## config.mk

```make
export PLATFORM = sky130hd
export DESIGN_NAME = crc_stream_enc
export DESIGN_NICKNAME = d
export VERILOG_FILES = /design/src/rtl/crc_stream_enc.sv
export SDC_FILE = /design/constraint.sdc
export NUM_CORES = 1
export LEC_CHECK = 0
export CORE_MARGIN = 8
export CORE_UTILIZATION = 30
export DETAILED_ROUTE_END_ITERATION = 12
export SETUP_SLACK_MARGIN = 0.4
export SKIP_CTS_REPAIR_TIMING = 1
export SLEW_MARGIN = 10
export SYNTH_ARGS = -nofsm -noshare
export SYNTH_HDL_FRONTEND = slang
export SYNTH_SLANG_ARGS = --single-unit
```

## constraint.sdc

```tcl
create_clock -name clk -period 5.1 [get_ports clk]
set_input_delay 1.02 -clock clk [delete_from_list [all_inputs] [get_ports clk]]
set_output_delay 1.02 -clock clk [all_outputs]
set_load 0.02 [all_outputs]
```

## src/rtl/crc_stream_enc.sv

```systemverilog
// Streaming CRC encoder: forwards each frame word unchanged, then appends one beat carrying the
// frame CRC. Valid/ready on both sides, single-entry output register, one word per clock.
module crc_stream_enc #(
    parameter int unsigned   DW     = 64,
    parameter int unsigned   CW     = 8,
    parameter logic [CW-1:0] POLY   = CW'(8'h07),
    parameter logic [CW-1:0] INIT   = '0,
    parameter logic [CW-1:0] XOROUT = '0
) (
    input  logic          clk,
    input  logic          reset_n,
    input  logic          clr,
    input  logic          s_valid,
    output logic          s_ready,
    input  logic [DW-1:0] s_data,
    input  logic          s_last,
    output logic          m_valid,
    input  logic          m_ready,
    output logic [DW-1:0] m_data,
    output logic          m_last,
    output logic          m_crc_beat
);

    typedef enum logic [1:0] {
        IDLE = 2'd0,
        BODY = 2'd1,
        TAIL = 2'd2
    } state_t;

    state_t        state;
    logic [CW-1:0] crc;

    logic          slot_free;
    logic          acc;
    logic          out_xfer;
    logic [CW-1:0] crc_base;
    logic [CW-1:0] crc_next;

    // Serial MSB-first LFSR over one full word, unrolled into a single combinational step.
    function automatic logic [CW-1:0] crc_fn(input logic [CW-1:0] c, input logic [DW-1:0] d);
        logic [CW-1:0] r;
        logic          fb;
        r = c;
        for (int i = int'(DW) - 1; i >= 0; i--) begin
            fb = r[CW-1] ^ d[i];
            r  = (r << 1) ^ (fb ? POLY : '0);
        end
        return r;
    endfunction

    assign slot_free = !m_valid || m_ready;
    assign s_ready   = reset_n && slot_free && (state != TAIL) && !clr;
    assign acc       = s_valid && s_ready;
    assign out_xfer  = m_valid && m_ready;
    assign crc_base  = (state == IDLE) ? INIT : crc;
    assign crc_next  = crc_fn(crc_base, s_data);

    // Frame FSM, running CRC and output holding register; clr outranks any load.
    always_ff @(posedge clk or negedge reset_n) begin
        if (!reset_n) begin
            state      <= IDLE;
            crc        <= INIT;
            m_valid    <= 1'b0;
            m_data     <= '0;
            m_last     <= 1'b0;
            m_crc_beat <= 1'b0;
        end else if (clr) begin
            state      <= IDLE;
            crc        <= INIT;
            m_valid    <= 1'b0;
            m_last     <= 1'b0;
            m_crc_beat <= 1'b0;
        end else begin
            if (out_xfer) begin
                m_valid <= 1'b0;
            end
            case (state)
                IDLE, BODY: begin
                    if (acc) begin
                        m_valid    <= 1'b1;
                        m_data     <= s_data;
                        m_last     <= 1'b0;
                        m_crc_beat <= 1'b0;
                        if (s_last) begin
                            crc   <= crc_next ^ XOROUT;
                            state <= TAIL;
                        end else begin
                            crc   <= crc_next;
                            state <= BODY;
                        end
                    end
                end
                TAIL: begin
                    if (slot_free) begin
                        m_valid    <= 1'b1;
                        m_data     <= DW'(crc) << (DW - CW);
                        m_last     <= 1'b1;
                        m_crc_beat <= 1'b1;
                        crc        <= INIT;
                        state      <= IDLE;
                    end
                end
                default: state <= IDLE;
            endcase
        end
    end

endmodule

```

# Yosys cells after proc, flatten, opt, wreduce, memory -nomap -nowiden
# Index checks and enable logic that the tools add are counted.
[classes]
n_eq_ne = 7
mux = 86
bitwise_logic = 129
reduce_logical = 15
[op_table]
columns = ["cell", "n"]
rows = [
  ["$xor A8 B3 Y8", 64],
  ["$mux W3", 64],
  ["$mux W64", 2],
  ["$pmux W64 S2", 1],
  ["$xor A1 B1 Y1", 64],
  ["$mux W8", 4],
  ["$pmux W8 S2", 1],
  ["$mux W2", 4],
  ["$mux W1", 7],
  ["$ne A2 B2 Y1 const B", 3],
  ["$ne A3 B3 Y1 const B", 2],
  ["$logic_and A1 B1 Y1", 5],
  ["$pmux W1 S2", 2],
  ["$pmux W2 S2", 1],
  ["$reduce_and A4 Y1", 1],
  ["$reduce_and A3 Y1", 1],
  ["$reduce_bool A3 Y1", 1],
  ["$eq A2 B1 Y1 const B", 1],
  ["$eq A2 B2 Y1 const B", 1],
  ["$logic_not A1 Y1", 2],
  ["$logic_not A2 Y1", 1],
  ["$reduce_and A2 Y1", 1],
  ["$reduce_bool A2 Y1", 1],
  ["$reduce_or A2 Y1", 1],
  ["2 further kinds", 2],
]
[word_totals]
register_bits = 76
word_cells = 242

# Longest topological paths before layout
# Gate-level depths: netlist of run 1.
[logic_depth]
ltp_word = 197
ltp_mapped = 13

# Worst setup path before layout of run 1
# OpenSTA, ideal clock, no wires.
[synth_path]
path_type = "input to register"
from = "in s_data[60]"
to = "reg crc[3]"
arrival_time_ns = 4.740
setup_slack_ns = 0.239
cell_stages = 12
cell_sequence = "xor2_2 -> xnor2_1 -> xnor3_1 -> xor3_2 -> xor2_2 -> xnor3_1 -> xor2_2 -> xnor3_1 -> xnor3_2 -> xnor2_2 -> xnor3_1 -> a22o_1"
[synth_between]
elab_chain_cells = 84
word_cells_on_any_way = 158
cone_classes = "50 x mux; 108 x bitwise"
[synth_lines]
columns = ["element", "line", "text"]
rows = [
  ["start: declaration", "15", "input logic [DW-1:0] s_data,"],
  ["$xor A1 B1 Y1 *", "45", "fb = r[CW-1] ^ d[i];"],
  ["$mux W3 *", "46", "r = (r << 1) ^ (fb ? POLY : '0);"],
  ["$xor A8 B3 Y8 * (6 in a row)", "46", ""],
  ["$xor A1 B1 Y1 / $xor A8 B3 Y8 (equally long branches)", "45, 46", ""],
  ["$mux W3 (tied with other cells)", "46", ""],
  ["$xor A8 B3 Y8 * (6 in a row)", "46", ""],
  ["$xor A1 B1 Y1 / $xor A8 B3 Y8 (equally long branches)", "45, 46", ""],
  ["$mux W3 (tied with other cells)", "46", ""],
  ["[48 not listed]", "--", ""],
  ["$mux W3 (tied with other cells)", "46", ""],
  ["$xor A8 B3 Y8 * (8 in a row)", "46", ""],
  ["$xor A1 B1 Y1 / $xor A8 B3 Y8 (equally long branches)", "45, 46", ""],
  ["$mux W3 (tied with other cells)", "46", ""],
  ["$xor A8 B3 Y8 * (4 in a row)", "46", ""],
  ["$mux W8 *", "79", "if (acc) begin"],
  ["$pmux W8 S2 *", "77", "case (state)"],
  ["$mux W8 *", "67", "end else if (clr) begin"],
  ["end signal: assignment", "85", "crc <= crc_next ^ XOROUT;"],
  ["end signal: assignment", "88", "crc <= crc_next;"],
  ["end: declaration", "31", "logic [CW-1:0] crc;"],
]
# Every way passes the cells marked *; elsewhere a longest branch is shown, timed or not. The select of a mux whose other input is x is not followed.
# A chain may end at the register's enable or synchronous reset.

# Worst setup path after layout of run 1
[layout_path]
from = "in s_data[38]"
to = "reg crc[3]"
[layout_between]
elab_chain_cells = 56
word_cells_on_any_way = 92
cone_classes = "28 x mux; 64 x bitwise"
[layout_lines]
columns = ["element", "line"]
rows = [
  ["$xor A1 B1 Y1 *", "45"],
  ["$mux W3 *", "46"],
  ["$xor A8 B3 Y8 * (6 in a row)", "46"],
  ["$xor A1 B1 Y1 / $xor A8 B3 Y8 (equally long branches)", "45, 46"],
  ["$mux W3 / $xor A1 B1 Y1 (equally long branches)", "46, 45"],
  ["$xor A8 B3 Y8 * (6 in a row)", "46"],
  ["$xor A1 B1 Y1 / $xor A8 B3 Y8 (equally long branches)", "45, 46"],
  ["$mux W3 / $xor A1 B1 Y1 (equally long branches)", "46, 45"],
  ["[23 not listed]", "--"],
  ["$mux W3 / $xor A1 B1 Y1 (equally long branches)", "46, 45"],
  ["$xor A8 B3 Y8 * (6 in a row)", "46"],
  ["$xor A1 B1 Y1 / $xor A8 B3 Y8 (equally long branches)", "45, 46"],
  ["$mux W3 / $xor A1 B1 Y1 (equally long branches)", "46, 45"],
  ["$xor A8 B3 Y8 * (3 in a row)", "46"],
  ["$mux W8 *", "79"],
  ["$pmux W8 S2 *", "77"],
  ["$mux W8 *", "67"],
]
# Marks and branches as above.

==> results of run 1 <==
[flip-flops by register name (all words and copies together), names as in the netlist]
register    count
m_data         64
crc             8
state           2
m_crc_beat      1
m_valid         1
[metal layers]
| metal | vias to the layer above | track usage (%) | share of wire, % |
|---|---|---|---|
| li1 | 2060 | - | - |
| met1 | 1993 | 16.6 | 43 |
| met2 | 100 | 22.5 | 49 |
| met3 | 15 | 3.76 | 6.3 |
| met4 | 0 | 5.40 | 1.7 |
| met5 | - | 0 | 0 |
[logic make-up after synthesis]
| group | share of synthesized area [%] |
|---|---|
| AOI/OAI and AO/OA | 8.76 |
| xor gates and xnor gates | 41.5 |
| buffers and inverters | 2.12 |
| DFF | 35.9 |
| muxes | 1.51 |
| and+or+nand+nor | 10.2 |
[metrics by stage]
stage	std cells	hold WS, ns	util, %	area [sq um]
after detailed placement	900	0.473	42.8	7410
final	950	0.457	48.4	8370
after floorplan	499	0.492	-	5360
after global routing	950	0.443	48.4	8370
after global placement	900	0.462	42.8	7410
after CTS	916	0.443	44.6	7710
[path summary, 6_finish.rpt]
check | startpoint | to | cells after the start
min in group clk | m_data[53] | m_data[53] | 2
worst max-delay path | s_data[38] | crc[3] | 13
worst min register to register | m_data[53] | m_data[53] | 2
worst min-delay path | reset_n | m_data[54] | 1
worst max register to register | state[1] | crc[3] | 15
max in group asynchronous | reset_n | state[0] | 2
[critical path: stages]
cell and delay (ns):
clkdlybuf4s50_1 0.53, xor2_1 0.31, xnor3_1 0.44, buf_6 0.15, xor3_2 0.40, xor3_1 0.41
buf_6 0.14, xnor2_2 0.13, xnor3_1 0.44, xnor2_2 0.25, xnor2_2 0.18, xnor3_1 0.35
a22o_1 0.20
[synthesized netlist by cell type, drive strengths merged]
master	n
o21ai	71
nor3	3
xor2	32
nor2b	2
o221a	1
xnor2	93
xnor3	33
buf	4
nor4b	1
nand2b	1
nor2	10
inv	1
a22o	8
clkbuf	22
a22oi	1
a21oi	1
nand2	121
mux2i	8
dfrtp	76
xor3	10
[layout make-up]
type	count	area share, %
multi-input cells	396	44.6
inverters	1	0.0448
clock buffers	10	2.85
clock inverters	6	0.762
well taps	225	3.36
flip-flops and latches	76	22.7
repair buffers	236	25.6
==> impl_metrics.toml, run 1 <==
[outcome]
outcome = "complete, no violations"

[die]
die_h_microns = 149
initial_utilization_pct = 30.6
dieArea_sq_um = 22200
io_pins = 138
core_area_sq_um = 17300
die-width_microns = 149
rows = 48

[logic_synthesis]
yosysTopAreaCellShare_pct = 35.9
yosysTopAreaCell = "dfrtp_1"
ys_seq_elements = 76
syn-num-nets = 569
syn-mean-instance-area_sq_um = 10.6
synthCells = 499
ys_types = 31
synthTopCellsByArea = "dfrtp_1, xnor2_1, xnor3_1, nand2_1, o21ai_0"
syn_area_sq_um = 5300
yosysWarnings = 0
seq_area_frac_synth_pct = 35.9

[worst_setup_path]
worstPathMaxFanout = 2
reg2reg_setup_slack_ns = 0.43
critPathRequiredTime_ns = 5.33
cp_data_arrival_time_ns = 4.95
crit_path_end_kind = "flop"
critical_path_class = "in -> reg"
critPathLaunchType = "primary input"

[placed_design]
post-place-ws_ns = -0.431
gp_congestion = 0.782
dp_hpwl_mm = 11.9
portBuffers = 137

[cells_and_area]
layout-drive-gt1-share_pct = 28.4
syn2layout_area_growth_pct = 58.0
diodes = 0
seq_area_sq_um = 1900
nets = 790
multi_input_area_sq_um = 3730
final_cell_mix = "nand2_1, clkdlybuf4s50_1, buf_4"
layout_commonest_cell = "nand2_1"
fill_cells = 1585

[drt]
drt_iter0_markers = 160
routedWlPerCell_microns = 16.3
first_pass_iters = 4
via_count = 4168
via_per_inst = 4.39
drc = 0
totalWireLength_mm = 15.4
ant_nets = 0

[cts]
cts_tree = "done"
cts_buffers = 9
clock_latency_ns = 0.34
path_clk_slew_ns = 0.06
cts_max_path_buffers = 2
cts.sinks = 76
cts_max_level = 3
clockRootBuffer = "clkbuf_16"

[timing]
grt_setup_unrepaired = "true"
setup_tns_ns = 0
worstMarginPinSlew_ns = 0.949
slew_headroom_pct = 36.7
min_period_ns = 4.72
fmax_mhz = 212
hold_viol_final = 0
fin_crit_sh_pct = 92.5
finalMaxSlewViolations = 0
finClkSkew_ns = 0.00661
setup_viol = 0
setup_slack_ns = 0.382

[global_route]
grt_util_all_layers_pct = 13.7
grt_max_degree = 76
antenna_found_initial = 0
grt_first_pass_wirelength_mm = 23.6
grt_overflow = 0
grt_pass1_vias = 4402

[worst_hold_path]
hold_class = "in -> async"

[flow_run]
drv_cap = 0
Power of run 1 is not shown: default switching activity piles up to over one toggle a cycle in this logic, so the estimate is an artifact.
==> run 2: changes to the inputs <==
Settings changed: CORE_UTILIZATION 30 to 32.
==> run 2 against run 1 <==
Count of clock-buffer cells in the layout stayed put. Sequential cell count did not move. Setup slack worse by 0.0079 ns.
==> impl_metrics.toml, run 2 (synthesis results as in run 1) <==
[die]
io_pins = 138
core_area_sq_um = 16400
rows = 47
initial_utilization_pct = 32.3
dieArea_sq_um = 20900
die-width_microns = 145
die_h_microns = 145

[drt]
routedWlPerCell_microns = 16.1
via_count = 4134
drc = 0
totalWireLength_mm = 15.1
drt_iter0_markers = 155
first_pass_iters = 4
via_per_inst = 4.42
ant_nets = 0

[cells_and_area]
layoutNonFillerInstCount = 935
fin_util_pct = 50.4
postLayoutCellArea_sq_um = 8280
nets = 780
largestRegisters = "m_data x64, crc x8, state x2"
syn2layout_area_growth_pct = 56.2
diodes = 0
layout_commonest_cell = "nand2_1"
layout-drive-gt1-share_pct = 25.7
top_register = "m_data"
final_cell_mix = "nand2_1, clkdlybuf4s50_1, buf_4"
largest_register_ff_count = 64

[worst_setup_path]
cpPeakStageDelay_ns = 0.49
crit_path_end_kind = "flop"
path_cells = "clkbuf_2, xnor2_2, xnor3_2, buf_6, xnor3_2, buf_6, xor3_1, xor3_1, buf_4, xnor2_2, xnor3_1, xnor2_2, xnor2_2, xnor3_1, a22o_1"
cp_common_cell = "xnor2_2"
slowest_stage = "xnor3_2"
cp_data_arrival_time_ns = 4.96
worstPathMaxFanout = 3
worstRegToRegCells = 15
critPathLaunchType = "primary input"
critical_path_class = "in -> reg"
critPathRequiredTime_ns = 5.33

[cts]
cts_max_level = 3
path_clk_slew_ns = 0.06
clock_latency_ns = 0.34
cts_tree = "done"
cts_max_path_buffers = 2
cts.sinks = 76
cts_buffers = 9
clockRootBuffer = "clkbuf_16"

[flow_run]
drv_cap = 0

[global_route]
grt_max_degree = 63
grt_util_all_layers_pct = 14.6
antenna_found_initial = 0
grt_first_pass_wirelength_mm = 23.4
grt_pass1_vias = 4366
grt_overflow = 0

[placed_design]
dpl_cell_area_sq_um = 7420
dp_hpwl_mm = 11.7
placedCellCount = 896
gp_congestion = 0.820
portBuffers = 137

[timing]
grt_setup_unrepaired = "true"
finClkSkew_ns = 0.00683
hold_viol_final = 0
finalMaxSlewViolations = 0
setup_tns_ns = 0
min_period_ns = 4.73
slew_headroom_pct = 28.7
fin_crit_sh_pct = 92.7
fmax_mhz = 212
worstMarginPinSlew_ns = 1.06
setup_viol = 0

[worst_hold_path]
min_path_cells = 2
hold_class = "reg -> reg"

[outcome]
outcome = "complete, no violations"
run 2: cell count changes in the layout (fill, tap and decap cells not counted), sizes merged:
cell	before	now
buf	104	92
clkbuf	16	14
bufinv	1	3
clkinvlp	2	0
dlymetal6s2s	8	13
clkdlybuf4s50	118	117
run 2: layout make-up:
class / instances / area, sq um
repair buffers: 226 / 2090
fillers: 1462 / 8130
clock buffers: 10 / 229
flip-flops and latches: 76 / 1900
well taps: 220 / 275
multi-input cells: 396 / 3660
clock inverters: 6 / 113
inverters: 1 / 3.75
run 2: layer usage:
layer,GRT usage (%),vias up,wire length (microns)
met5,0,-,0
met4,4.44,0,176
met3,3.35,10,865
met2,25.2,92,7690
met1,17.9,1981,6360
li1,-,2051,-
run 2: through the flow:
| stage | hold slack, ns | setup slack (ns) |
|---|---|---|
| after floorplan | 0.492 | 0.405 |
| after global placement | 0.461 | -0.337 |
| after detailed placement | 0.471 | -0.363 |
| after CTS | 0.484 | -0.0220 |
| after global routing | 0.504 | 0.212 |
| final | 0.478 | 0.374 |
run 2: worst paths after layout:
kind / slack (ns) / from / to
max: 0.37 / s_data[63] / crc[3]
max reg2reg: 0.50 / state[0] / crc[3]
min: 0.48 / m_data[52] / m_data[52]
min reg2reg: 0.48 / m_data[52] / m_data[52]
min in group asynchronous: 0.63 / reset_n / m_data[4]
max in group asynchronous: 3.50 / reset_n / state[1]
run 2: critical path: cells and delay by family:
kind | cells | cell delay, ns
xor+xnor | 10 | 3.14
buf+inv | 4 | 0.59
compound gates | 1 | 0.20
Power of run 2 is left out for the same reason.
